$ cat config.mk
export PLATFORM = sky130hd
export DESIGN_NAME = apb_master_param
export DESIGN_NICKNAME = d
export VERILOG_FILES = /design/src/rtl/apb_master_param.sv
export SDC_FILE = /design/constraint.sdc
export NUM_CORES = 1
export LEC_CHECK = 0
export BUFFER_PORTS_ARGS = -buffer_cell sky130_fd_sc_hd__buf_2
export CORE_ASPECT_RATIO = 1.2
export CORE_MARGIN = 5
export CORE_UTILIZATION = 50
export DETAILED_ROUTE_END_ITERATION = 7
export GPL_ROUTABILITY_DRIVEN = 0
export GPL_TIMING_DRIVEN = 0
export PLACE_DENSITY_LB_ADDON = 0.25
export SLEW_MARGIN = 0
export SYNTH_ARGS = -nofsm -noshare
export SYNTH_HDL_FRONTEND = slang
export SYNTH_SLANG_ARGS = --single-unit
$ cat constraint.sdc
create_clock -name clk -period 4 [get_ports clk]
set_input_delay 0.2 -clock clk [delete_from_list [all_inputs] [get_ports clk]]
set_output_delay 0.2 -clock clk [all_outputs]
set_load 0.05 [all_outputs]
$ cat src/rtl/apb_master_param.sv
// APB master: runs one READ / WRITE / RMW-add / NOP command at a time over APB,
// with optional ACCESS wait-state timeout, and returns a single-cycle response.
//
// state  | meaning
// IDLE   | ready for a command
// SETUP  | psel high, penable low, one cycle
// ACCESS | psel and penable high until pready or timeout
// RESP   | one-cycle response strobe
module apb_master_param #(
  parameter int ADDR_W  = 32,
  parameter int DATA_W  = 32,
  parameter int TIMEOUT = 16
) (
  input  logic                clk,
  input  logic                reset,
  input  logic                cmd_valid_i,
  output logic                cmd_ready_o,
  input  logic [1:0]          cmd_op_i,
  input  logic [ADDR_W-1:0]   cmd_addr_i,
  input  logic [DATA_W-1:0]   cmd_wdata_i,
  output logic                rsp_valid_o,
  output logic [DATA_W-1:0]   rsp_data_o,
  output logic                rsp_err_o,
  output logic                rsp_timeout_o,
  output logic                psel_o,
  output logic                penable_o,
  output logic                pwrite_o,
  output logic [ADDR_W-1:0]   paddr_o,
  output logic [DATA_W-1:0]   pwdata_o,
  output logic [DATA_W/8-1:0] pstrb_o,
  input  logic                pready_i,
  input  logic                pslverr_i,
  input  logic [DATA_W-1:0]   prdata_i
);

  typedef enum logic [1:0] {S_IDLE, S_SETUP, S_ACCESS, S_RESP} state_t;

  localparam logic [1:0] OP_NOP   = 2'b00;
  localparam logic [1:0] OP_WRITE = 2'b10;
  localparam logic [1:0] OP_RMW   = 2'b11;

  localparam int STRB_W = DATA_W / 8;
  localparam int AL     = $clog2(STRB_W);
  localparam int CNT_W  = (TIMEOUT > 0) ? $clog2(TIMEOUT + 1) : 1;
  localparam logic [ADDR_W-1:0] AMASK    = ~((ADDR_W'(1) << AL) - ADDR_W'(1));
  localparam logic [CNT_W-1:0]  CNT_LAST = CNT_W'((TIMEOUT > 0) ? TIMEOUT - 1 : 0);

  state_t              state_q, state_d;
  logic [1:0]          op_q, op_d;
  logic [ADDR_W-1:0]   addr_q, addr_d;
  logic [DATA_W-1:0]   add_q, add_d;
  logic [DATA_W-1:0]   pwdata_q, pwdata_d;
  logic                wr_q, wr_d;
  logic [CNT_W-1:0]    cnt_q, cnt_d;
  logic [DATA_W-1:0]   rsp_data_q, rsp_data_d;
  logic                rsp_err_q, rsp_err_d;
  logic                rsp_to_q, rsp_to_d;

  always_ff @(posedge clk) begin
    if (reset) begin
      state_q    <= S_IDLE;
      op_q       <= '0;
      addr_q     <= '0;
      add_q      <= '0;
      pwdata_q   <= '0;
      wr_q       <= 1'b0;
      cnt_q      <= '0;
      rsp_data_q <= '0;
      rsp_err_q  <= 1'b0;
      rsp_to_q   <= 1'b0;
    end else begin
      state_q    <= state_d;
      op_q       <= op_d;
      addr_q     <= addr_d;
      add_q      <= add_d;
      pwdata_q   <= pwdata_d;
      wr_q       <= wr_d;
      cnt_q      <= cnt_d;
      rsp_data_q <= rsp_data_d;
      rsp_err_q  <= rsp_err_d;
      rsp_to_q   <= rsp_to_d;
    end
  end

  always_comb begin
    state_d    = state_q;
    op_d       = op_q;
    addr_d     = addr_q;
    add_d      = add_q;
    pwdata_d   = pwdata_q;
    wr_d       = wr_q;
    cnt_d      = cnt_q;
    rsp_data_d = rsp_data_q;
    rsp_err_d  = rsp_err_q;
    rsp_to_d   = rsp_to_q;
    case (state_q)
      S_IDLE: begin
        if (cmd_valid_i) begin
          op_d     = cmd_op_i;
          addr_d   = cmd_addr_i;
          add_d    = cmd_wdata_i;
          wr_d     = (cmd_op_i == OP_WRITE);
          pwdata_d = (cmd_op_i == OP_WRITE) ? cmd_wdata_i : '0;
          if (cmd_op_i == OP_NOP) begin
            state_d    = S_RESP;
            rsp_data_d = '0;
            rsp_err_d  = 1'b0;
            rsp_to_d   = 1'b0;
          end else begin
            state_d = S_SETUP;
          end
        end
      end
      S_SETUP: begin
        cnt_d   = '0;
        state_d = S_ACCESS;
      end
      S_ACCESS: begin
        if (pready_i) begin
          // A clean RMW read turns straight into the write phase.
          if (op_q == OP_RMW && !wr_q && !pslverr_i) begin
            wr_d     = 1'b1;
            pwdata_d = prdata_i + add_q;
            state_d  = S_SETUP;
          end else begin
            state_d    = S_RESP;
            rsp_data_d = wr_q ? pwdata_q : prdata_i;
            rsp_err_d  = pslverr_i;
            rsp_to_d   = 1'b0;
          end
        end else if (TIMEOUT != 0 && cnt_q == CNT_LAST) begin
          state_d    = S_RESP;
          rsp_data_d = '0;
          rsp_err_d  = 1'b1;
          rsp_to_d   = 1'b1;
        end else begin
          cnt_d = cnt_q + CNT_W'(1);
        end
      end
      S_RESP:  state_d = S_IDLE;
      default: state_d = S_IDLE;
    endcase
  end

  assign cmd_ready_o   = (state_q == S_IDLE) && !reset;
  assign rsp_valid_o   = (state_q == S_RESP);
  assign rsp_data_o    = rsp_data_q;
  assign rsp_err_o     = rsp_err_q;
  assign rsp_timeout_o = rsp_to_q;
  assign psel_o        = (state_q == S_SETUP) || (state_q == S_ACCESS);
  assign penable_o     = (state_q == S_ACCESS);
  assign pwrite_o      = psel_o && wr_q;
  assign paddr_o       = addr_q & AMASK;
  assign pwdata_o      = pwdata_q;
  assign pstrb_o       = pwrite_o ? {STRB_W{1'b1}} : {STRB_W{1'b0}};

endmodule

==> results of run 1 <==
## worst min-delay path, cell delays in order
cell and delay (ns):
buf_2 0.09, nand2_1 0.04, a21oi_1 0.05
## per-layer routing
metal	share of wire, %	global-route usage, %	vias to the layer above	wire length, microns
met2	49	47.66	352	12540
met4	3.9	12.16	2	997
met5	0.027	0	-	7
li1	-	-	3974	-
met1	38	32.10	3734	9709
met3	9.4	9.331	77	2426
## synthesized netlist by cell type (4+ instances only)
| library cell | instances |
|---|---|
| mux2i_1 | 35 |
| a31oi_1 | 7 |
| xor2_1 | 14 |
| buf_2 | 13 |
| inv_1 | 16 |
| nand3_1 | 10 |
| nor3_1 | 47 |
| o21ai_0 | 39 |
| xnor2_1 | 10 |
| nand2_1 | 174 |
| and3_1 | 9 |
| o21a_1 | 4 |
| a21oi_1 | 159 |
| clkbuf_1 | 48 |
| a21o_1 | 11 |
| buf_4 | 7 |
| dfxtp_1 | 138 |
| nand4_1 | 6 |
| nor2b_1 | 4 |
| o211ai_1 | 9 |
| a221oi_1 | 16 |
| ha_1 | 36 |
| a211oi_1 | 8 |
| o22ai_1 | 5 |
| o21bai_1 | 7 |
| nor2_1 | 92 |
## logic make-up (layout without fill, tap and decap cells)
family          after synthesis  after routing  share of synthesized area (%)
other cells                   1              3                        0.04905
flops                       138            138                          36.14
mux                          37             37                          4.926
fa+ha+maj                    37             37                          6.154
buf+inv                      89            340                          5.123
simple gates                359            359                          19.90
compound gates              304            304                          24.96
xor+xnor                     24             24                          2.750
## sequential cells by signal, indices dropped and copies added, names as in the netlist
name and cells:
cnt_q 5, rsp_timeout_o 1, addr_q 30, add_q 32, op_q 2, wr_q 1
rsp_err_o 1, rsp_data_o 32, state_q 2, pwdata_o 32
## report_power, final
| group | switching, mW | internal (mW) |
|---|---|---|
| registers | 0.175 | 1.62 |
| clock network | 0.639 | 1.05 |
| logic | 2.23 | 0.895 |
## area by class of cell
cell class                      count  area (sq um)  area share (%)
Multi-Input combinational cell    763          4494           46.34
Sequential cell                   138          2763           28.49
Tap cell                          204         255.2           2.632
Antenna cell                        1         2.502         0.02580
Clock inverter                     13         192.7           1.987
Buffer                             73         331.6           3.419
Inverter                           16         60.06          0.6193
Timing Repair Buffer              219          1166           12.02
Clock buffer                       19         432.9           4.464
## how the worst max path moves through the flow
stage / to / cells after the start
floorplan: pwdata_o[30]$_SDFFE_PP0P_ / 9
global placement: pwdata_o[30]$_SDFFE_PP0P_ / 10
detailed placement: pwdata_o[30]$_SDFFE_PP0P_ / 10
CTS: pwdata_o[30]$_SDFFE_PP0P_ / 9
global route: pwdata_o[30]$_SDFFE_PP0P_ / 9
finish: pwdata_o[30]$_SDFFE_PP0P_ / 9
==> metrics.md, run 1 <==
| Metric | Value |
|---|---|
| Total grt overflow | 0 |
| Final ANT Viol Nets | 0 |
| Fmax | 336.4 MHz |
| Final WS setup | between 1 and 1.5 ns |
| Largest net degree at the start of global routing | 17 |
| EDFF count, synth | 0 |
| Chip Width | 122.9 microns |
| Power per cell area | roughly 680 mW/mm^2 |
| Number of iterations in the first detailed-routing pass | 5 |
| Outcome | complete, no violations |
| Synth area leader | dfxtp_1 |
| Final Hold Fails | 0 |
| Post-DP HPWL | around 19000 microns |
| Final std cells w/o fill | around 1400 |
| Std-Cell Rows | between 40 and 50 |
| Via total after detailed routing | 8139 |
| Prevailing post-synth register cell | dfxtp_1 |
| Post-CTS setup buffer count | 0 |
| Area contributors post-synth | dfxtp_1, a21oi_1, nand2_1, ha_1, mux2i_1 |
| Port buffer count | slightly above 200 |
| CTS Buf Count | 17 |
| Pre-CTS setup slack | 1.024 ns |
| Die H | ~150 microns |
| Min-Delay Path Depth | 3 |
| Critical path origin | add_q[0]$_SDFFE_PP0P_ |
| DR iter-0 viols | 630 |
| FILL cells | approximately 1400 |
| Post-CTS sizing | 0 |
| Setup_tns | 0 ns |
| Final Power | about 6.6 mW |
| Fraction of registers with async set/reset | 0% |
| CTS tree | done |
| Initial antenna violation count | 1 |
| Required time of the critical path | roughly 4.3 ns |
| Path type of the worst min-delay path | in2reg |
| Share of cells above drive strength 1 | between 20% and 30% |
| Number of max-cap violations | 0 |
| Nets | between 1000 and 1500 |
| Synthesis-to-layout area growth | 26.86% |
| Most frequent cells in the layout | buf_2, nand2_1, a21oi_1, dfxtp_1, nor2_1 |
| Cells along the critical path | ha_1, fa_1, a21oi_1, o31ai_1, o31ai_2, a31oi_2, o31ai_1, xor2_1, a2111oi_2 |
| Final hold slack | about 0.0026 ns |
| Htree depth | 4 |
| CP top delay family | compound AO/OA/AOI/OAI gates |
| Routed wire length | 25680 microns |
| Synth warn | 0 |
| Sequential-to-total area share from yosys stat | between 30 and 40% |
| Clk buf depth | 2 |
| DR WL/cell | 17.76 microns |
| Crit-path most repeated cell | o31ai_1 |
| Seq cells post-synth | around 140 |
| Worst Skew | roughly 0.0079 ns |
| RSZ-0062 raised after global routing | no |
| Cell Area, Placed | a little under 0.009 sq mm |
| Design area | a little under 0.01 sq mm |
| R2R Path Start | add_q[0]$_SDFFE_PP0P_ |
| Slew headroom | between 30% and 40% |
| Syn_area_per_cell | 7.730 sq um |
| DRC | 0 |
| Root Buffer Master | clkbuf_16 |
| Synth cell types | 71 |
| Kind of critical path | reg2reg |
| Min-delay src | cmd_addr_i[30] |
| Vias in the first global route | around 8000 |
| Crit share post-route | 74.31% |
| Post-layout util | 64.56% |
| Worst IR Drop VDD | approximately 370 uV |
| First-pass GRT wire length | approximately 40000 microns |
| Total Routing Usage GR | roughly 28% |
| Post-Syn Area | 0.007645 sq mm |
| Die ar. | roughly 0.018 sq mm |
| Commonest non-fill, non-tap cell in the layout | buf_2 |
| R2R setup slack | 1.03 ns |
| CP Launch Type | register |
| Count of pins over their slew limit | 0 |
| Initial Util | between 50% and 60% |
| Worst Path Arrival | 3.30 ns |
| Hold-fix buffers at CTS | 14 |
| Post-placement cell count | ~1400 |
| Crit end category | register |
| Clk_lat worst skew | roughly 0.43 ns |
| Period minus WS final | approximately 3.0 ns |
| Slowest stage delay, CP | approximately 0.42 ns |
| Clock transition at the registers of the reported paths | about 0.06 ns |
| Final setup viols | 0 |
| Leak | about 4.3 nW |
| Top Ports | 210 |
| Worst Path Max Fanout | 4 |
| Worst-Margin Slew | roughly 0.9 ns |
| Reg-to-Reg End | pwdata_o[30]$_SDFFE_PP0P_ |
| Worst Hold End | addr_q[30]$_SDFFE_PP0P_ |
| Via density | about 5.6 |
| Buf/Inv on CP | 0 |
| Area of the core | 0.01502 sq mm |
| Clock sinks | 138 |
| Post-Synthesis Cells | just under 1000 |
| Worst reg2reg path depth | 9 |
| Top-area cell type share of the netlist area | a little over a third |
| Slowest cell on the critical path | fa_1 |
No activity file was read; power rests on OpenSTA's default activity.
==> run 2, diff against run 1 <==
Clock period 4 ns to 2.78 ns, I/O delays scaled along.
==> run 2 against run 1 <==
  * Worst hold slack gained 0.0086 ns
  * Clock power rose by 43%
  * Critical path depth rose by 1
  * Flip-flop and latch count is the same
  * Maximum frequency up 12%
  * Clock-buffer cell count unchanged
  * Cell area increased by 5.7%
  * Wire length grew 4.6%
  * Sequential power up 45%
  * Final cell count increased by 3.5%
==> metrics.md, run 2 (same netlist as run 1, synthesis figures left out) <==
| Metric | Value |
|---|---|
| Total Routing Usage GR | 29.60% (was 28.21%) |
| Crit end category | register (unchanged) |
| Routed wire length | 26870 microns (was 25680 microns) |
| CTS tree | done (unchanged) |
| Total grt overflow | 0 (unchanged) |
| R2R setup slack | 0.12 ns (was 1.03 ns) |
| Chip Width | 122.9 microns (unchanged) |
| Cells along the critical path | ha_2, fa_2, a21oi_4, o31ai_1, o31ai_2, buf_4, a31oi_4, o31ai_2, xor2_1, a2111oi_2 (was ha_1, fa_1, a21oi_1, o31ai_1, o31ai_2, a31oi_2, o31ai_1, xor2_1, a2111oi_2) |
| Die H | 145.5 microns (unchanged) |
| Number of iterations in the first detailed-routing pass | 5 (unchanged) |
| Clk buf depth | 2 (unchanged) |
| Leak | 4.492 nW (was 4.267 nW) |
| Worst-Margin Slew | 0.9246 ns (was 0.9237 ns) |
| Setup_tns | 0 ns (unchanged) |
| Via density | 5.654 (was 5.629) |
| CP Launch Type | register (unchanged) |
| Buf/Inv on CP | 1 (was 0) |
| Final Hold Fails | 0 (unchanged) |
| Power per cell area | 938.3 mW/mm^2 (was 681.3 mW/mm^2) |
| DR WL/cell | 17.96 microns (was 17.76 microns) |
| Final ANT Viol Nets | 0 (unchanged) |
| Crit-path most repeated cell | o31ai_2 (was o31ai_1) |
| Top Ports | 210 (unchanged) |
| N_diodes | 0 (was 1) |
| Outcome | complete, no violations (unchanged) |
| Most frequent cells in the layout | buf_2, nand2_1, a21oi_1, dfxtp_1, nor2_1 (unchanged) |
| Initial antenna violation count | 0 (was 1) |
| Kind of critical path | reg2reg (unchanged) |
| Root Buffer Master | clkbuf_16 (unchanged) |
| Via total after detailed routing | 8458 (was 8139) |
| Path type of the worst min-delay path | in2reg (unchanged) |
| Final Power | 9.617 mW (was 6.608 mW) |
| Commonest non-fill, non-tap cell in the layout | buf_2 (unchanged) |
| First-pass GRT wire length | 42390 microns (was 40330 microns) |
| Required time of the critical path | 3.11 ns (was 4.33 ns) |
| Htree depth | 4 (unchanged) |
| Slew headroom | 38.36% (was 38.42%) |
| Clock transition at the registers of the reported paths | 0.06 ns (about the same) |
| Clock sinks | 138 (unchanged) |
| DRC | 0 (unchanged) |
| CP top delay family | compound AO/OA/AOI/OAI gates (unchanged) |
| Worst Skew | 0.008203 ns (was 0.007867 ns) |
| Die ar. | 0.01787 sq mm (unchanged) |
| Count of pins over their slew limit | 0 (unchanged) |
| Worst Path Max Fanout | 4 (unchanged) |
| Port buffer count | 205 (unchanged) |
| Worst IR Drop VDD | 540.7 uV (was 373.0 uV) |
| CTS Buf Count | 17 (unchanged) |
| Std-Cell Rows | 49 (unchanged) |
| Final setup viols | 0 (unchanged) |
| Share of cells above drive strength 1 | 22.52% (was 22.48%) |
| RSZ-0062 raised after global routing | no (unchanged) |
| Initial Util | 50.90% (unchanged) |
| Period minus WS final | 2.660 ns (was 2.972 ns) |
| Slowest cell on the critical path | fa_2 (was fa_1) |
| Fmax | 376.0 MHz (was 336.4 MHz) |
| Vias in the first global route | 8445 (was 7967) |
| Crit share post-route | 95.67% (was 74.31%) |
| Number of max-cap violations | 0 (unchanged) |
| DR iter-0 viols | 652 (was 630) |
| Synthesis-to-layout area growth | 34.07% (was 26.86%) |
| Slowest stage delay, CP | 0.42 ns (about the same) |
| Largest net degree at the start of global routing | 17 (unchanged) |
| Nets | 1419 (was 1368) |
| Worst Path Arrival | 2.99 ns (was 3.30 ns) |
| Clk_lat worst skew | 0.43 ns (about the same) |
| Post-DP HPWL | 18880 microns (unchanged) |
| Area of the core | 0.01502 sq mm (unchanged) |
[run 2: cell count changes in the layout (fill, tap and decap cells not counted), moves of 2 or more]
cell           previous run  this run
clkbuf_2                  0         3
dlygate4sd3_1            14        63
clkbuf_1                 50        47
buf_4                     7         9
[run 2: final timing paths]
| check | from | endpoint | depth (start not counted) |
|---|---|---|---|
| min reg2reg | addr_q[27]$_SDFFE_PP0P_ | addr_q[27]$_SDFFE_PP0P_ | 2 |
| max reg2reg | add_q[0]$_SDFFE_PP0P_ | pwdata_o[30]$_SDFFE_PP0P_ | 10 |
| min | cmd_wdata_i[17] | add_q[17]$_SDFFE_PP0P_ | 3 |
| max | add_q[0]$_SDFFE_PP0P_ | pwdata_o[30]$_SDFFE_PP0P_ | 10 |
[run 2: layout make-up]
class | count | area (sq um)
Buffer | 73 | 335.3
Fill cell | 1262 | 4771
Multi-Input combinational cell | 763 | 4539
Inverter | 16 | 60.06
Clock inverter | 13 | 192.7
Sequential cell | 138 | 2763
Timing Repair Buffer | 270 | 1672
Clock buffer | 19 | 432.9
Tap cell | 204 | 255.2
[run 2: what timing repair did]
action / 4_1_cts / 5_1_grt
endpoints found under the setup margin: 2 / 40
pin swaps: 1 / 4
gates resized for setup: 2 / 14
setup buffers: 1 / 1
hold buffers: 63 / 0
endpoints found under the hold margin: 64 / 0
[run 2: tightest hold or removal path: cells and delay by family]
kind	cells	cell delay, ns
AND/OR/NAND/NOR	1	0.06
buffers and inverters	1	0.12
AO/OA/AOI/OAI	1	0.07
[run 2: metal layers]
metal | vias to the layer above | routed length (microns) | GRT usage (%)
met2 | 373 | 13270 | 50.07
li1 | 4077 | - | -
met4 | 0 | 1088 | 13.89
met1 | 3925 | 10120 | 33.65
met5 | - | 0 | 0
met3 | 83 | 2388 | 8.942
[run 2: power by group]
group / switching [mW] / internal [mW] / total [mW]
sequential: 0.259 / 2.33 / 2.59
combinational: 3.26 / 1.35 / 4.60
clock: 0.916 / 1.51 / 2.42
[run 2: through the flow]
step	cells	hold slack, ns	cell area (sq um)	worst slack, ns	util, %
after floorplan	990	0.2750	7649	0.2749	-
after detailed placement	1399	0.3850	8930	-0.1712	59.45
final	1496	0.01119	10250	0.1204	68.24
after global placement	1399	0.3801	8930	-0.1756	59.45
after CTS	1495	0.01211	10200	0.01916	67.92
after global routing	1496	0.01530	10250	0.02130	68.24
==> run 3, diff against run 2 <==
Settings changed: CORE_UTILIZATION 50 to 30.
==> run 3 against run 2 <==
  * Worst hold slack better by 0.12 ns
  * Sequential power about the same
  * Non-clock buffer count stayed put
  * Critical endpoint is now pwdata_o[27]$_SDFFE_PP0P_
  * Highest routed layer unchanged
==> metrics.md, run 3 (same netlist as run 1, synthesis figures left out) <==
| Metric | Value |
|---|---|
| Worst Path Max Fanout | 5 (was 4) |
| Reg-to-Reg End | pwdata_o[27]$_SDFFE_PP0P_ (was pwdata_o[30]$_SDFFE_PP0P_) |
| Initial Util | 30.21% (was 50.90%) |
| Post-DP HPWL | 21770 microns (was 18880 microns) |
| First-pass GRT wire length | 44690 microns (was 42390 microns) |
| Largest net degree at the start of global routing | 17 (unchanged) |
| CTS Buf Count | 17 (unchanged) |
| Number of max-cap violations | 0 (unchanged) |
| Design area | 0.01039 sq mm (was 0.01025 sq mm) |
| Synthesis-to-layout area growth | 35.84% (was 34.07%) |
| DR iter-0 viols | 478 (was 652) |
| R2R setup slack | 0.08 ns (was 0.12 ns) |
| Worst Path Arrival | 3.01 ns (was 2.99 ns) |
| Std-Cell Rows | 64 (was 49) |
| Slowest stage delay, CP | 0.56 ns (was 0.42 ns) |
| Area of the core | 0.02530 sq mm (was 0.01502 sq mm) |
| M3 GR Usage | 4.277% (was 8.942%) |
| Final Hold Fails | 0 (unchanged) |
| Min-Delay Path Depth | 4 (was 3) |
| Via density | 5.028 (was 5.654) |
| Most frequent cells in the layout | buf_2, nand2_1, a21oi_1, dfxtp_1, nor2_1 (unchanged) |
| Share of cells above drive strength 1 | 22.46% (was 22.52%) |
| Worst Skew | 0.009705 ns (was 0.008203 ns) |
| Cells along the critical path | ha_1, nand2_1, o21ai_0, a21o_1, o31ai_4, o41ai_1, mux2_4 (was ha_2, fa_2, a21oi_4, o31ai_1, o31ai_2, buf_4, a31oi_4, o31ai_2, xor2_1, a2111oi_2) |
| CP Launch Type | register (unchanged) |
| Die H | 184.9 microns (was 145.5 microns) |
| Root Buffer Master | clkbuf_16 (unchanged) |
| Chip Width | 155.7 microns (was 122.9 microns) |
| Reg area | 0.002763 sq mm (unchanged) |
| Worst-Margin Slew | 0.9988 ns (was 0.9246 ns) |
| Routed wire length | 28910 microns (was 26870 microns) |
| Clock transition at the registers of the reported paths | 0.06 ns (about the same) |
| Via total after detailed routing | 8150 (was 8458) |
| FILL cells | 2682 (was 1262) |
| Count of pins over their slew limit | 0 (unchanged) |
| RSZ-0062 raised after global routing | no (unchanged) |
| N_diodes | 0 (unchanged) |
| R2R Path Start | add_q[17]$_SDFFE_PP0P_ (was add_q[0]$_SDFFE_PP0P_) |
| Slowest cell on the critical path | o41ai_1 (was fa_2) |
| Port buffer count | 205 (unchanged) |
| Commonest non-fill, non-tap cell in the layout | buf_2 (unchanged) |
| Outcome | complete, no violations (unchanged) |
| Critical path origin | add_q[17]$_SDFFE_PP0P_ (was add_q[0]$_SDFFE_PP0P_) |
| Initial antenna violation count | 0 (unchanged) |
| Number of iterations in the first detailed-routing pass | 5 (unchanged) |
| Top Ports | 210 (unchanged) |
| Nets | 1419 (unchanged) |
| Met1 Track Usage GR | 24.02% (was 33.65%) |
| Clk buf depth | 2 (unchanged) |
| Leak | 4.462 nW (was 4.492 nW) |
| Total grt overflow | 0 (unchanged) |
| Post-layout util | 41.04% (was 68.24%) |
| CTS tree | done (unchanged) |
| Setup_tns | 0 ns (unchanged) |
| Die ar. | 0.02879 sq mm (was 0.01787 sq mm) |
| Worst Setup EP | pwdata_o[27]$_SDFFE_PP0P_ (was pwdata_o[30]$_SDFFE_PP0P_) |
| Clock sinks | 138 (unchanged) |
| Required time of the critical path | 3.09 ns (was 3.11 ns) |
| Worst IR Drop VDD | 472.7 uV (was 540.7 uV) |
| Htree depth | 4 (unchanged) |
| Slew headroom | 33.41% (was 38.36%) |
| Crit end category | register (unchanged) |
| Final Power | 9.538 mW (was 9.617 mW) |
| Min-delay src | pready_i (was cmd_wdata_i[17]) |
| DRC | 0 (unchanged) |
| Vias in the first global route | 8073 (was 8445) |
| Fmax | 370.8 MHz (was 376.0 MHz) |
| Clk_lat worst skew | 0.42 ns (was 0.43 ns) |
| Path type of the worst min-delay path | in2reg (unchanged) |
| Grt met2 use | 34.71% (was 50.07%) |
| Period minus WS final | 2.697 ns (was 2.660 ns) |
| Final ANT Viol Nets | 0 (unchanged) |
| GR peak layer | met2 (unchanged) |
| DR WL/cell | 17.84 microns (was 17.96 microns) |
| Total Routing Usage GR | 19.77% (was 29.60%) |
| Cell Area, Placed | 0.009087 sq mm (was 0.008930 sq mm) |
| Kind of critical path | reg2reg (unchanged) |
| Final setup viols | 0 (unchanged) |
| Crit share post-route | 97.01% (was 95.67%) |
| Power per cell area | 918.4 mW/mm^2 (was 938.3 mW/mm^2) |
| Footprint of the multi-input gates | 0.004553 sq mm (was 0.004539 sq mm) |
| Worst reg2reg path depth | 7 (was 10) |
[run 3: layout make-up]
class	instances	area share, %
Clock buffer	19	4.265
Timing Repair Buffer	270	16.12
Multi-Input combinational cell	763	43.84
Buffer	73	3.253
Inverter	16	0.5783
Clock inverter	12	1.361
Tap cell	330	3.976
Sequential cell	138	26.60
[run 3: how the worst min path moves through the flow]
stage | to | slack [ns]
5_1_grt | rsp_timeout_o$_SDFFE_PP0P_ | 0.15
4_1_cts | rsp_timeout_o$_SDFFE_PP0P_ | 0.10
6_report | rsp_timeout_o$_SDFFE_PP0P_ | 0.13
2_1_floorplan | op_q[0]$_SDFFE_PP0P_ | 0.27
3_5_place_dp | addr_q[24]$_SDFFE_PP0P_ | 0.39
3_3_place_gp | addr_q[13]$_SDFFE_PP0P_ | 0.38
[run 3: where the power goes]
group	internal, mW	total [mW]	switching (mW)
clock network	1.35	2.29	0.941
logic	1.35	4.66	3.30
registers	2.33	2.59	0.259
[run 3: layer usage]
metal	vias to the layer above	share of wire, %
met2	237	49
met4	0	2.7
met3	42	5.8
li1	4077	-
met1	3794	42
met5	-	0
[run 3: timing repair]
action | in CTS | in global routing
setup buffers | 1 | 0
pin swaps | 1 | 4
cloned | 0 | 0
endpoints found under the setup margin | 13 | 30
hold buffers | 64 | 0
gates resized for setup | 4 | 13
hold endpoints to repair | 67 | 0
[run 3: stage by stage]
step,cells,setup WS (ns),hold slack (ns)
2_1_floorplan,990,0.2749,0.2750
3_3_place_gp,1525,-0.1704,0.3791
3_5_place_dp,1525,-0.1688,0.3852
4_1_cts,1621,0.01310,0.1008
5_1_grt,1621,0.0004814,0.1453
6_report,1621,0.08304,0.1272
[run 3: worst max-delay path, delay by kind of cell (launching register included)]
family	cells	cell delay (ns)
multiplexers	1	0.35
AND/OR/NAND/NOR	1	0.16
flip-flops	1	0.31
adder cells (fa/ha/maj)	1	0.38
AO/OA/AOI/OAI	4	1.39
